### src/rtl/sprite_scan_pkg.sv
// Shared types and field layout for the multi-sprite pattern address scanner.
package sprite_scan_pkg;

  localparam int SCAN_COORD_W = 10;
  localparam int SCAN_ADDR_W  = 16;

  // Per-sprite descriptor widths inside the flat sprite_info / pattern_info buses.
  localparam int SPR_W = 3 + 3 * SCAN_COORD_W;
  localparam int PAT_W = SCAN_ADDR_W + 8 + 2 * SCAN_COORD_W;

  // Bit offsets of each field within one sprite descriptor (LSB positions).
  localparam int SPR_SHIFT_LSB   = 0;
  localparam int SPR_Y_LSB       = SCAN_COORD_W;
  localparam int SPR_X_LSB       = 2 * SCAN_COORD_W;
  localparam int SPR_VFLIP_BIT   = 3 * SCAN_COORD_W;
  localparam int SPR_HFLIP_BIT   = 3 * SCAN_COORD_W + 1;
  localparam int SPR_VISIBLE_BIT = 3 * SCAN_COORD_W + 2;

  // Bit offsets of each field within one pattern descriptor (LSB positions).
  localparam int PAT_ACT_V_LSB  = 0;
  localparam int PAT_ACT_H_LSB  = SCAN_COORD_W;
  localparam int PAT_LOG2_V_LSB = 2 * SCAN_COORD_W;
  localparam int PAT_LOG2_H_LSB = 2 * SCAN_COORD_W + 4;
  localparam int PAT_APPEND_LSB = 2 * SCAN_COORD_W + 8;

  typedef struct packed {
    logic                    visible;
    logic                    hflip;
    logic                    vflip;
    logic [SCAN_COORD_W-1:0] x;
    logic [SCAN_COORD_W-1:0] y;
    logic [SCAN_COORD_W-1:0] shift;
  } sprite_t;

  typedef struct packed {
    logic [SCAN_ADDR_W-1:0]  append;
    logic [3:0]              log2_res_h;
    logic [3:0]              log2_res_v;
    logic [SCAN_COORD_W-1:0] act_h;
    logic [SCAN_COORD_W-1:0] act_v;
  } pattern_t;

  typedef enum logic [1:0] {
    IDLE,
    SCAN,
    DONE
  } scan_state_t;

  // Tile sizes above 256 pixels are not supported; larger log2 values saturate.
  function automatic logic [3:0] clamp_log2(input logic [3:0] v);
    return (v > 4'd8) ? 4'd8 : v;
  endfunction

endpackage

### src/rtl/sprite_hit_eval.sv
// Combinational hit test and pattern address for one sprite at one pixel.
module sprite_hit_eval
  import sprite_scan_pkg::*;
(
  input  sprite_t                 spr_i,
  input  pattern_t                pat_i,
  input  logic [SCAN_COORD_W-1:0] hcount_i,
  input  logic [SCAN_COORD_W-1:0] vcount_i,
  output logic                    hit_o,
  output logic [SCAN_ADDR_W-1:0]  addr_o
);

  // Two guard bits so x+act_h and y+act_v never wrap.
  localparam int EW = SCAN_COORD_W + 2;
  typedef logic [EW-1:0] ext_t;

  ext_t       hc, vc, x, y, sh, ah, av;
  ext_t       mask_h, mask_v, rx, ry;
  logic [3:0] lh, lv;
  logic       h_in, v_in;

  // Range test, tile-local coordinates with optional flip, then address sum.
  always_comb begin
    // NOTE: every output of this block is assigned on every path before any
    // conditional override, so no latch can be inferred.
    hc = {2'b00, hcount_i};
    vc = {2'b00, vcount_i};
    x  = {2'b00, spr_i.x};
    y  = {2'b00, spr_i.y};
    sh = {2'b00, spr_i.shift};
    ah = {2'b00, pat_i.act_h};
    av = {2'b00, pat_i.act_v};

    v_in  = (vc >= y) && (vc < y + av);
    // act_h <= shift leaves an empty span; guard it before the subtraction.
    h_in  = (ah > sh) && (hc >= x) && (hc < x + ah - sh);
    hit_o = spr_i.visible && v_in && h_in;

    lh     = clamp_log2(pat_i.log2_res_h);
    lv     = clamp_log2(pat_i.log2_res_v);
    mask_h = (ext_t'(1) << lh) - ext_t'(1);
    mask_v = (ext_t'(1) << lv) - ext_t'(1);

    rx = (hc - x + sh) & mask_h;
    ry = (vc - y) & mask_v;
    if (spr_i.hflip) rx = mask_h - rx;
    if (spr_i.vflip) ry = mask_v - ry;

    addr_o = pat_i.append + (SCAN_ADDR_W'(ry) << lh) + SCAN_ADDR_W'(rx);
  end

endmodule

### src/rtl/sprite_addr_scan.sv
// Priority scan over NUM_SPRITES descriptors returning the first visible hit.
module sprite_addr_scan
  import sprite_scan_pkg::*;
#(
  parameter int NUM_SPRITES = 8,
  parameter int ADDR_W      = SCAN_ADDR_W,
  parameter int COORD_W     = SCAN_COORD_W
) (
  input  logic                                     clk,
  input  logic                                     reset_n,
  input  logic [NUM_SPRITES*(3+3*COORD_W)-1:0]     sprite_info,
  input  logic [NUM_SPRITES*(ADDR_W+8+2*COORD_W)-1:0] pattern_info,
  input  logic                                     req_valid,
  output logic                                     req_ready,
  input  logic [COORD_W-1:0]                       hcount,
  input  logic [COORD_W-1:0]                       vcount,
  output logic                                     out_valid,
  input  logic                                     out_ready,
  output logic [ADDR_W-1:0]                        addr_out,
  output logic                                     hit,
  output logic [$clog2(NUM_SPRITES)-1:0]           sprite_id
);

  localparam int                IDX_W    = $clog2(NUM_SPRITES);
  localparam logic [IDX_W-1:0]  LAST_IDX = IDX_W'(NUM_SPRITES - 1);

  sprite_t  spr_arr [NUM_SPRITES];
  pattern_t pat_arr [NUM_SPRITES];

  for (genvar g = 0; g < NUM_SPRITES; g++) begin : g_unpack
    assign spr_arr[g] = sprite_t'(sprite_info[g*SPR_W +: SPR_W]);
    assign pat_arr[g] = pattern_t'(pattern_info[g*PAT_W +: PAT_W]);
  end

  scan_state_t        state_q, state_d;
  logic [IDX_W-1:0]   idx_q, idx_d;
  logic [COORD_W-1:0] hc_q, hc_d, vc_q, vc_d;
  // Registered evaluation of sprite evi_q; the decision is taken one cycle later.
  logic               evv_q, evv_d, evh_q, evh_d;
  logic [ADDR_W-1:0]  eva_q, eva_d;
  logic [IDX_W-1:0]   evi_q, evi_d;
  logic [ADDR_W-1:0]  addr_q, addr_d;
  logic               hit_q, hit_d;
  logic [IDX_W-1:0]   id_q, id_d;

  logic               ev_hit;
  logic [ADDR_W-1:0]  ev_addr;

  sprite_hit_eval u_eval (
    .spr_i    (spr_arr[idx_q]),
    .pat_i    (pat_arr[idx_q]),
    .hcount_i (hc_q),
    .vcount_i (vc_q),
    .hit_o    (ev_hit),
    .addr_o   (ev_addr)
  );

  assign req_ready = (state_q == IDLE);
  assign out_valid = (state_q == DONE);
  assign addr_out  = addr_q;
  assign hit       = hit_q;
  assign sprite_id = id_q;

  // Next-state: accept in IDLE, walk the index in SCAN, hold results in DONE.
  always_comb begin
    state_d = state_q;
    idx_d   = idx_q;
    hc_d    = hc_q;
    vc_d    = vc_q;
    evv_d   = evv_q;
    evh_d   = evh_q;
    eva_d   = eva_q;
    evi_d   = evi_q;
    addr_d  = addr_q;
    hit_d   = hit_q;
    id_d    = id_q;

    unique case (state_q)
      IDLE: begin
        if (req_valid) begin
          hc_d    = hcount;
          vc_d    = vcount;
          idx_d   = '0;
          evv_d   = 1'b0;
          state_d = SCAN;
        end
      end
      SCAN: begin
        evv_d = 1'b1;
        evh_d = ev_hit;
        eva_d = ev_addr;
        evi_d = idx_q;
        if (idx_q != LAST_IDX) idx_d = idx_q + IDX_W'(1);
        if (evv_q && evh_q) begin
          addr_d  = eva_q;
          hit_d   = 1'b1;
          id_d    = evi_q;
          evv_d   = 1'b0;
          state_d = DONE;
        end else if (evv_q && (evi_q == LAST_IDX)) begin
          addr_d  = '0;
          hit_d   = 1'b0;
          id_d    = '0;
          evv_d   = 1'b0;
          state_d = DONE;
        end
      end
      DONE: begin
        if (out_ready) state_d = IDLE;
      end
      default: state_d = IDLE;
    endcase
  end

  // State and datapath registers; reset aborts any request in flight.
  always_ff @(posedge clk or negedge reset_n) begin
    if (!reset_n) begin
      state_q <= IDLE;
      idx_q   <= '0;
      hc_q    <= '0;
      vc_q    <= '0;
      evv_q   <= 1'b0;
      evh_q   <= 1'b0;
      eva_q   <= '0;
      evi_q   <= '0;
      addr_q  <= '0;
      hit_q   <= 1'b0;
      id_q    <= '0;
    end else begin
      // NOTE: non-blocking assignments so every register samples pre-edge values.
      state_q <= state_d;
      idx_q   <= idx_d;
      hc_q    <= hc_d;
      vc_q    <= vc_d;
      evv_q   <= evv_d;
      evh_q   <= evh_d;
      eva_q   <= eva_d;
      evi_q   <= evi_d;
      addr_q  <= addr_d;
      hit_q   <= hit_d;
      id_q    <= id_d;
    end
  end

endmodule

### config.mk
export PLATFORM = sky130hd
export DESIGN_NAME = sprite_addr_scan
export DESIGN_NICKNAME = d
export VERILOG_FILES = /design/src/rtl/sprite_scan_pkg.sv /design/src/rtl/sprite_hit_eval.sv /design/src/rtl/sprite_addr_scan.sv
export SDC_FILE = /design/constraint.sdc
export NUM_CORES = 1
export LEC_CHECK = 0
export BUFFER_PORTS_ARGS = -buffer_cell sky130_fd_sc_hd__buf_2
export CELL_PAD_IN_SITES_DETAIL_PLACEMENT = 2
export CELL_PAD_IN_SITES_GLOBAL_PLACEMENT = 2
export CORE_AREA = 2 2 259 261
export CTS_CLUSTER_DIAMETER = 50
export DETAILED_ROUTE_END_ITERATION = 10
export DIE_AREA = 0 0 261 263
export GPL_ROUTABILITY_DRIVEN = 0
export PLACE_DENSITY_LB_ADDON = 0.1
export SETUP_SLACK_MARGIN = 0.02
export SLEW_MARGIN = 20
export SYNTH_ARGS = -nofsm -noshare
export SYNTH_HDL_FRONTEND = slang
export SYNTH_SLANG_ARGS = --single-unit
### constraint.sdc
create_clock -name clk -period 9.43 [get_ports clk]
set_clock_uncertainty 0.15 [all_clocks]
set_input_delay 1.886 -clock clk [delete_from_list [all_inputs] [get_ports clk]]
set_output_delay 1.886 -clock clk [all_outputs]
set_load 0.02 [all_outputs]
==> results.txt, run 1 <==
----------------------------------------------------
[Synth]
  Simple-gate share of the synthesized area ... 9.84%
  Sequential share of the synthesized area ... 13.4%
  Count of state elements after synthesis ... 66
  Adder and majority gate portion of the synthesized area ... 14.3%
  Count of unique library cells instantiated by Yosys ... 78
  Syn_area_per_cell ... 10.3 µm²
  Number of synthesized flops with an enable pin ... 0
  Proportion of synthesized area in mux cells ... 38.0%
  Compound-Gate Fraction of Synth Area ... 14.7%
  Main combinational cell family by area after synthesis ... multiplexers
  Synthesized-area fraction occupied by xor and xnor cells ... 4.88%
  Post-Syn Instances ... 1203
  Cell Area, Synth ... 12300 µm²
  Synthesis Warnings ... 0
  Top_reg_cell synth ... sky130_fd_sc_hd__dfrtp_1
  Share of flip-flops with an asynchronous set or reset ... 100%

[Clock network]
  Post-cts repair resize count ... 0
  Post-CTS repair timing setup buffer count ... 0
  Count of hold-fix buffers inserted at cts ... 0
  Library cell used as clock root buffer ... sky130_fd_sc_hd__clkbuf_16
  Bufs on Longest Clock Path ... 2
  CTS tree ... built
  Number of levels in the clock H-tree ... 3
  Post-CTS clock slew at the launch and capture registers of the worst setup and hold paths ... 0.06 ns
  Number of CTS-inserted buffers ... 9
  Count of clock tree sinks ... 66
  Latest clock arrival within the worst-skew pair ... 0.37 ns

[Floorplanning]
  Cell Rows ... 94
  Starting Density ... 18.8%
  Chip Height ... 263 µm
  Total Die Area ... 68600 µm²
  Die width ... 261 µm
  Io pins ... 662
  Placeable core area ... 65600 µm²

[Timing]
  Highest attainable clock frequency ... 114 MHz
  Final hold violation count ... 0
  Setup slack after layout ... 0.639 ns
  Final worst-path cycle share ... 93.2%
  Setup repair after global routing missed its margin ... no
  Normalized max-slew margin ... 34.1%
  Final max-slew violation count ... 0
  Clock period minus worst slack ... 8.79 ns
  Sum Neg Setup Slack ... 0 ns
  Setup violations, final ... 0
  Actual transition at the worst max-transition pin ... 0.986 ns

[Hold path]
  Classification of the worst-slack hold path ... register to register
  Hold Crit Endpoint ... eva_q[5]
  Number of instances on the worst hold path ... 2
  Worst hold start ... eva_q[5]

[Critical path]
  Beginning of the worst register-to-register path ... idx_q[0]
  Critical path data required time ... 9.50 ns
  Start-to-end type of the worst setup path ... input pin to register
  WP data arrival ... 8.86 ns
  Type of destination of the critical path ... register
  Worst reg2reg endpoint ... eva_q[15]
  Setup crit start kind ... input pin
  Biggest fanout along the worst timing path ... 4
  Reg2Reg Setup Slack ... 1.14 ns
  Depth of the worst register-to-register path ... 26

[Routing]
  Vias post-DR ... 12.9k
  Routed Antenna Nets ... 0
  Post-route DRC violation count ... 0
  Violation count after the first detailed-routing iteration ... 401
  Vias per cell ... 4.71
  Total wire length after detailed routing ... 70300 µm
  Average routed wire per standard cell ... 25.7 µm
  Drt pass-1 iters ... 4

[Place]
  Instance count after placement with tap cells included ... 2694
  DP HPWL ... 62100 µm
  Number of port buffers ... 661
  Place WS ... 0.323 ns

[Cells and area]
  Fraction of final layout cells sized beyond drive strength 1 ... 50.5%
  Area Overhead vs Synth ... 38.2%
  Post-route non-filler standard cell count ... 2730
  Fill count ... 7527
  Final layout net count ... 2611

[Global routing]
  Global-route wire length before repair ... 100000 µm
  Number of antenna violations at the first check in global routing ... 45
  Number of global-route vias before repair ... 14.6k
  GRT Total Usage ... 20.2%
  Largest net degree at the start of global routing ... 72
  Overflow left after global routing ... 0

[Outcome]
  Result of the run ... complete, no violations

[Run]
  Count of max-cap constraint violations ... 0

----------------------------------------------------
Yosys cell counts (3+ instances only):
cell                        count  area share, %
sky130_fd_sc_hd__nand3_1       26            1.1
sky130_fd_sc_hd__nor3_1        17           0.69
sky130_fd_sc_hd__clkbuf_1      40            1.2
sky130_fd_sc_hd__nand4_1       10           0.51
sky130_fd_sc_hd__a2bb2oi_1      3           0.21
sky130_fd_sc_hd__ha_1         111             11
sky130_fd_sc_hd__o21bai_1      13           0.79
sky130_fd_sc_hd__o2111ai_1      3           0.21
sky130_fd_sc_hd__inv_1         84            2.6
sky130_fd_sc_hd__nand2_1       81            2.5
sky130_fd_sc_hd__a211oi_1       9           0.55
sky130_fd_sc_hd__xnor3_1        3           0.55
sky130_fd_sc_hd__o21ai_0       58            2.4
sky130_fd_sc_hd__o21a_1        17            1.0
sky130_fd_sc_hd__nor2_1        48            1.5
sky130_fd_sc_hd__a22oi_1        7           0.43
sky130_fd_sc_hd__nor3b_1        4           0.24
sky130_fd_sc_hd__nor2b_1       12           0.61
sky130_fd_sc_hd__nand3b_1       3           0.18
sky130_fd_sc_hd__nor4_1         3           0.15
sky130_fd_sc_hd__a31oi_1        3           0.15
sky130_fd_sc_hd__dfrtp_1       66             13
sky130_fd_sc_hd__o22ai_1        4           0.20
sky130_fd_sc_hd__mux2_1         4           0.37
sky130_fd_sc_hd__a21o_1        20            1.2
sky130_fd_sc_hd__o31ai_1        6           0.37
sky130_fd_sc_hd__a21boi_0       3           0.18
sky130_fd_sc_hd__nand2b_1      17           0.86
sky130_fd_sc_hd__mux4_2       148             27
sky130_fd_sc_hd__a21oi_1       62            2.5
sky130_fd_sc_hd__and2_1         8           0.41
sky130_fd_sc_hd__xor2_1        22            1.6
sky130_fd_sc_hd__a22o_1        24            1.7
sky130_fd_sc_hd__or3_1          7           0.35
sky130_fd_sc_hd__xnor2_1       39            2.8
sky130_fd_sc_hd__buf_2          4           0.16
sky130_fd_sc_hd__fa_1          19            3.1
sky130_fd_sc_hd__or2_2          6           0.30
sky130_fd_sc_hd__o211ai_1       5           0.30
sky130_fd_sc_hd__mux2_2        55            5.0
sky130_fd_sc_hd__buf_1         18           0.55
sky130_fd_sc_hd__mux2i_1       62            5.0
sky130_fd_sc_hd__buf_6          3           0.27
cell families after synthesis:
kind of cell / Yosys count
AO/OA/AOI/OAI: 268
XOR/XNOR: 64
adder cells (fa/ha/maj): 130
buffers and inverters: 151
flip-flops: 66
multiplexers: 272
other: 1
AND/OR/NAND/NOR: 251
metrics by stage:
step	util (%)	hold WS [ns]	area, µm²
final	26.0	0.329	17000
after detailed placement	25.5	0.322	16700
after global routing	25.9	0.345	17000
after global placement	25.5	0.313	16700
after CTS	25.9	0.338	17000
after floorplan	-	0.290	12300
area by class of cell:
cell class / count / area, µm² / area share [%]
Antenna cell: 20 / 50.0 / 0.294
Clock buffer: 10 / 229 / 1.34
Clock inverter: 6 / 42.5 / 0.250
Inverter: 85 / 319 / 1.87
Multi-Input combinational cell: 989 / 10100 / 59.2
Sequential cell: 66 / 1660 / 9.75
Tap cell: 864 / 1080 / 6.34
Timing Repair Buffer: 690 / 3570 / 20.9
metal layers:
| metal | up-vias | track usage, % | share of wire, % |
|---|---|---|---|
| li1 | 5938 | - | - |
| met2 | 366 | 37.4 | 53 |
| met5 | - | 0 | 0.20 |
| met4 | 20 | 6.14 | 2.5 |
| met3 | 83 | 4.07 | 5.4 |
| met1 | 6460 | 23.0 | 39 |
layout by cell type (no fill, tap or decap), drive strengths merged, types with 49 or more instances in the layout:
cell type	count
inv	85
nor2	49
mux2	59
nand2	81
o21ai	60
ha	111
buf	690
mux2i	64
dfrtp	66
mux4	149
a21oi	65
state kept, by name, indices dropped and copies added (netlist names), 2 cells and up:
register,cells
vc_q,10
idx_q,3
eva_q,16
evi_q,3
hc_q,10
state_q,2
addr_out,16
sprite_id,3
worst max path at each step:
stage	slack, ns	cells past startpoint	endpoint	from
global route	0.18	28	eva_q[15]	pattern_info[153]
global placement	0.46	28	eva_q[15]	pattern_info[153]
finish	0.64	26	eva_q[15]	sprite_info[110]
floorplan	1.30	30	eva_q[15]	idx_q[0]
CTS	0.71	28	eva_q[15]	pattern_info[153]
detailed placement	0.32	28	eva_q[15]	pattern_info[153]
worst max-delay path, cell delays in order:
cell	delay (ns)
sky130_fd_sc_hd__buf_2	0.12
sky130_fd_sc_hd__mux4_2	0.46
sky130_fd_sc_hd__mux2i_1	0.47
sky130_fd_sc_hd__inv_1	0.22
sky130_fd_sc_hd__fa_1	0.56
sky130_fd_sc_hd__nand2b_1	0.08
sky130_fd_sc_hd__ha_1	0.18
sky130_fd_sc_hd__nor2b_1	0.20
sky130_fd_sc_hd__o2111ai_1	0.26
sky130_fd_sc_hd__a2111oi_1	0.81
sky130_fd_sc_hd__a211oi_2	0.17
sky130_fd_sc_hd__mux2i_4	0.27
sky130_fd_sc_hd__a21oi_2	0.11
sky130_fd_sc_hd__a221o_1	0.40
sky130_fd_sc_hd__fa_1	0.51
sky130_fd_sc_hd__inv_1	0.04
sky130_fd_sc_hd__ha_1	0.32
sky130_fd_sc_hd__and2_1	0.18
sky130_fd_sc_hd__nand2_1	0.09
sky130_fd_sc_hd__a211oi_1	0.28
sky130_fd_sc_hd__o31ai_1	0.18
sky130_fd_sc_hd__o21ai_0	0.50
sky130_fd_sc_hd__xnor2_1	0.19
sky130_fd_sc_hd__nor2_1	0.06
sky130_fd_sc_hd__a41oi_1	0.20
sky130_fd_sc_hd__o211ai_1	0.11
Power of run 1 is left out: the tool's default activity adds up to more than one toggle a clock period on the data nets, which glitch-free logic cannot reach.
==> run 2: changes to the inputs <==
CORE_AREA = 2 2 258 260   (was 2 2 259 261)
DIE_AREA = 0 0 260 262   (was 0 0 261 263)
SYNTH_HIERARCHICAL = 1   (was default)
==> run 2 against run 1 <==
Critical path type unchanged. Highest routed layer unchanged. Sequential share of layout area grew 0.15 points. Global-route usage shrank 0.82 points. Via count shrank 2.2%.
==> results.txt, run 2 <==
----------------------------------------------------
[Place]
  DP HPWL ... 58900 µm (-5.1%)
  Number of port buffers ... 661 (unchanged)
  Instance count after placement with tap cells included ... 2619 (-2.8%)

[Synth]
  Share of flip-flops with an asynchronous set or reset ... 100% (unchanged)
  Syn_area_per_cell ... 10.8 µm² (+5.4%)
  Top cells by instance count after synthesis ... 156 x sky130_fd_sc_hd__mux4_2, 106 x sky130_fd_sc_hd__inv_1, 102 x sky130_fd_sc_hd__ha_1
  Number of synthesized flops with an enable pin ... 0 (unchanged)
  Top_reg_cell synth ... sky130_fd_sc_hd__dfrtp_1
  Count of unique library cells instantiated by Yosys ... 69 (-12%)
  Count of state elements after synthesis ... 66 (unchanged)
  Post-synth top area cell ... sky130_fd_sc_hd__mux4_2
  Largest cells by area after synthesis ... sky130_fd_sc_hd__mux4_2 29%, sky130_fd_sc_hd__dfrtp_1 13%, sky130_fd_sc_hd__ha_1 10%
  Post-Syn Instances ... 1134 (-5.7%)
  Synthesis Warnings ... 6 (+6)
  Fraction of post-synthesis cell area in the top cell type by area ... 28.7% (+1.6 points)
  Sequential share of the synthesized area ... 13.5% (+0.089 points)
  Cell with the most instances after synthesis ... sky130_fd_sc_hd__mux4_2
  Cell Area, Synth ... 12300 µm² (-0.66%)

[Hold path]
  Hold Crit Endpoint ... hit
  Classification of the worst-slack hold path ... register to register
  Worst hold start ... hit
  Number of instances on the worst hold path ... 1 (-1)

[Clock network]
  Number of CTS-inserted buffers ... 9 (unchanged)
  Count of clock tree sinks ... 66 (unchanged)
  CTS tree ... built
  Count of hold-fix buffers inserted at cts ... 0 (unchanged)
  Post-CTS clock slew at the launch and capture registers of the worst setup and hold paths ... 0.07 ns (about the same)
  Library cell used as clock root buffer ... sky130_fd_sc_hd__clkbuf_16
  Latest clock arrival within the worst-skew pair ... 0.37 ns (about the same)
  Bufs on Longest Clock Path ... 2 (unchanged)
  Post-CTS repair timing setup buffer count ... 0 (unchanged)
  Number of levels in the clock H-tree ... 3 (unchanged)
  Post-cts repair resize count ... 0 (unchanged)

[Cells and area]
  Area Overhead vs Synth ... 37.0%
  Commonest cells after routing, fill and taps aside ... 660 x sky130_fd_sc_hd__buf_2, 156 x sky130_fd_sc_hd__mux4_2, 106 x sky130_fd_sc_hd__inv_1, 102 x sky130_fd_sc_hd__ha_1, 101 x sky130_fd_sc_hd__mux2_2
  Fill count ... 7395 (-1.8%)
  Post-route non-filler standard cell count ... 2641 (-3.3%)
  Fraction of final layout cells sized beyond drive strength 1 ... 55.3% (+4.8 points)
  Final layout net count ... 2535 (-2.9%)
  Most common library cell in the layout ignoring fill and taps ... sky130_fd_sc_hd__buf_2

[Critical path]
  CP max stage delay ... 0.52 ns (-0.29 ns)
  Beginning of the worst register-to-register path ... idx_q[1]
  Reg2Reg Setup Slack ... 1.06 ns (-0.08 ns)
  Type of destination of the critical path ... register
  Biggest fanout along the worst timing path ... 4 (unchanged)
  Critical path's slowest cell ... sky130_fd_sc_hd__fa_1
  Worst reg2reg endpoint ... eva_q[15]
  Start-to-end type of the worst setup path ... input pin to register
  Critical path data required time ... 9.54 ns (+0.04 ns)
  Setup crit start kind ... input pin
  Depth of the worst register-to-register path ... 31 (+19%)
  WP data arrival ... 9.00 ns (+0.14 ns)

[Routing]
  Average routed wire per standard cell ... 25.2 µm (-2.0%)
  Drt pass-1 iters ... 5 (+1)
  Vias per cell ... 4.77 (+1.1%)
  Vias post-DR ... 12.6k (-2.2%)
  Post-route DRC violation count ... 0 (unchanged)
  Violation count after the first detailed-routing iteration ... 452 (+13%)
  Routed Antenna Nets ... 0 (unchanged)
  Total wire length after detailed routing ... 66700 µm (-5.2%)

[Floorplanning]
  Die width ... 260 µm (-0.38%)
  Placeable core area ... 65300 µm² (-0.54%)
  Chip Height ... 262 µm (-0.38%)
  Total Die Area ... 68100 µm² (-0.76%)
  Starting Density ... 18.8% (-0.023 points)
  Io pins ... 662 (unchanged)
  Cell Rows ... 94 (unchanged)

[Outcome]
  Result of the run ... complete, no violations

[Timing]
  Setup repair after global routing missed its margin ... no
  Sum Neg Setup Slack ... 0 ns (unchanged)
  Clock period minus worst slack ... 8.89 ns (+0.0962 ns)
  Final hold violation count ... 0 (unchanged)
  Final worst-path cycle share ... 94.2% (+1.0 points)
  Setup violations, final ... 0 (unchanged)
  Normalized max-slew margin ... 31.1% (-3.0 points)
  Highest attainable clock frequency ... 113 MHz (-1.1%)
  Final max-slew violation count ... 0 (unchanged)
  Actual transition at the worst max-transition pin ... 1.02 ns (+0.0334 ns)

[Global routing]
  GRT Total Usage ... 19.4% (-0.82 points)
  Number of antenna violations at the first check in global routing ... 24 (-47%)
  Largest net degree at the start of global routing ... 50 (-31%)
  Number of global-route vias before repair ... 14.2k (-2.9%)
  Overflow left after global routing ... 0 (unchanged)
  Global-route wire length before repair ... 96300 µm (-4.0%)

[Run]
  Count of max-cap constraint violations ... 0 (unchanged)

----------------------------------------------------
==> run 2: cell count changes after synthesis, moves of 14 or more <==
cell	change
sky130_fd_sc_hd__mux2i_1	-58
sky130_fd_sc_hd__mux2_2	+46
sky130_fd_sc_hd__nand2_1	-34
sky130_fd_sc_hd__mux2_1	+15
sky130_fd_sc_hd__clkbuf_1	-15
sky130_fd_sc_hd__a21oi_1	-14
sky130_fd_sc_hd__inv_1	+22
sky130_fd_sc_hd__o21ai_0	-22
==> run 2: cell families (layout without fill, tap and decap cells) <==
logic type / after synthesis / in the layout / share of synthesized area, %
AO/OA/AOI/OAI: 225 / 225 / 12.8
XOR/XNOR: 54 / 54 / 4.08
adder cells (fa/ha/maj): 129 / 129 / 14.8
buffers and inverters: 171 / 806 / 6.33
flip-flops: 66 / 66 / 13.5
multiplexers: 280 / 280 / 40.0
other: 2 / 10 / 0.0613
AND/OR/NAND/NOR: 207 / 207 / 8.38
==> run 2: critical path: cells and delay by family <==
kind / cells / cell delay (ns)
compound gates: 13 / 2.79
xor+xnor: 3 / 0.73
fa+ha+maj: 4 / 1.36
buf+inv: 3 / 0.29
mux: 4 / 1.14
simple gates: 5 / 0.77
==> run 2: how the worst max path moves through the flow <==
| stage | cells after the start | end | from |
|---|---|---|---|
| floorplan | 31 | eva_q[15] | sprite_info[252] |
| global placement | 32 | eva_q[15] | sprite_info[153] |
| detailed placement | 32 | eva_q[15] | sprite_info[153] |
| finish | 32 | eva_q[15] | sprite_info[153] |
| CTS | 32 | eva_q[15] | sprite_info[153] |
| global route | 32 | eva_q[15] | sprite_info[153] |
==> run 2: routing by layer <==
metal | wire (µm) | part of all wire, % | global-route usage, % | up-vias
li1 | - | - | - | 5642
met1 | 28700 | 43 | 24.9 | 6401
met2 | 32500 | 49 | 33.4 | 482
met3 | 4890 | 7.3 | 5.10 | 46
met4 | 486 | 0.73 | 2.36 | 16
met5 | 109 | 0.16 | 0 | -
==> run 2: through the flow <==
step           instance area (µm²)  util, %  hold slack, ns  setup WS, ns
2_1_floorplan                12300        -           0.319          1.22
5_1_grt                      16800     25.7           0.359        0.0610
3_5_place_dp                 16500     25.2           0.324         0.160
3_3_place_gp                 16500     25.2           0.318         0.270
6_report                     16800     25.7           0.337         0.543
4_1_cts                      16800     25.7           0.339         0.577
==> run 2: final cells by class <==
| type | count | area [µm²] | share of cell area, % |
|---|---|---|---|
| Multi-Input combinational cell | 899 | 9840 | 58.6 |
| Timing Repair Buffer | 684 | 3480 | 20.7 |
| Sequential cell | 66 | 1660 | 9.90 |
| Tap cell | 864 | 1080 | 6.44 |
| Inverter | 106 | 398 | 2.37 |
| Clock buffer | 10 | 239 | 1.42 |
| Clock inverter | 6 | 72.6 | 0.432 |
| Antenna cell | 6 | 15.0 | 0.0894 |
Power of run 2 is left out for the same reason.
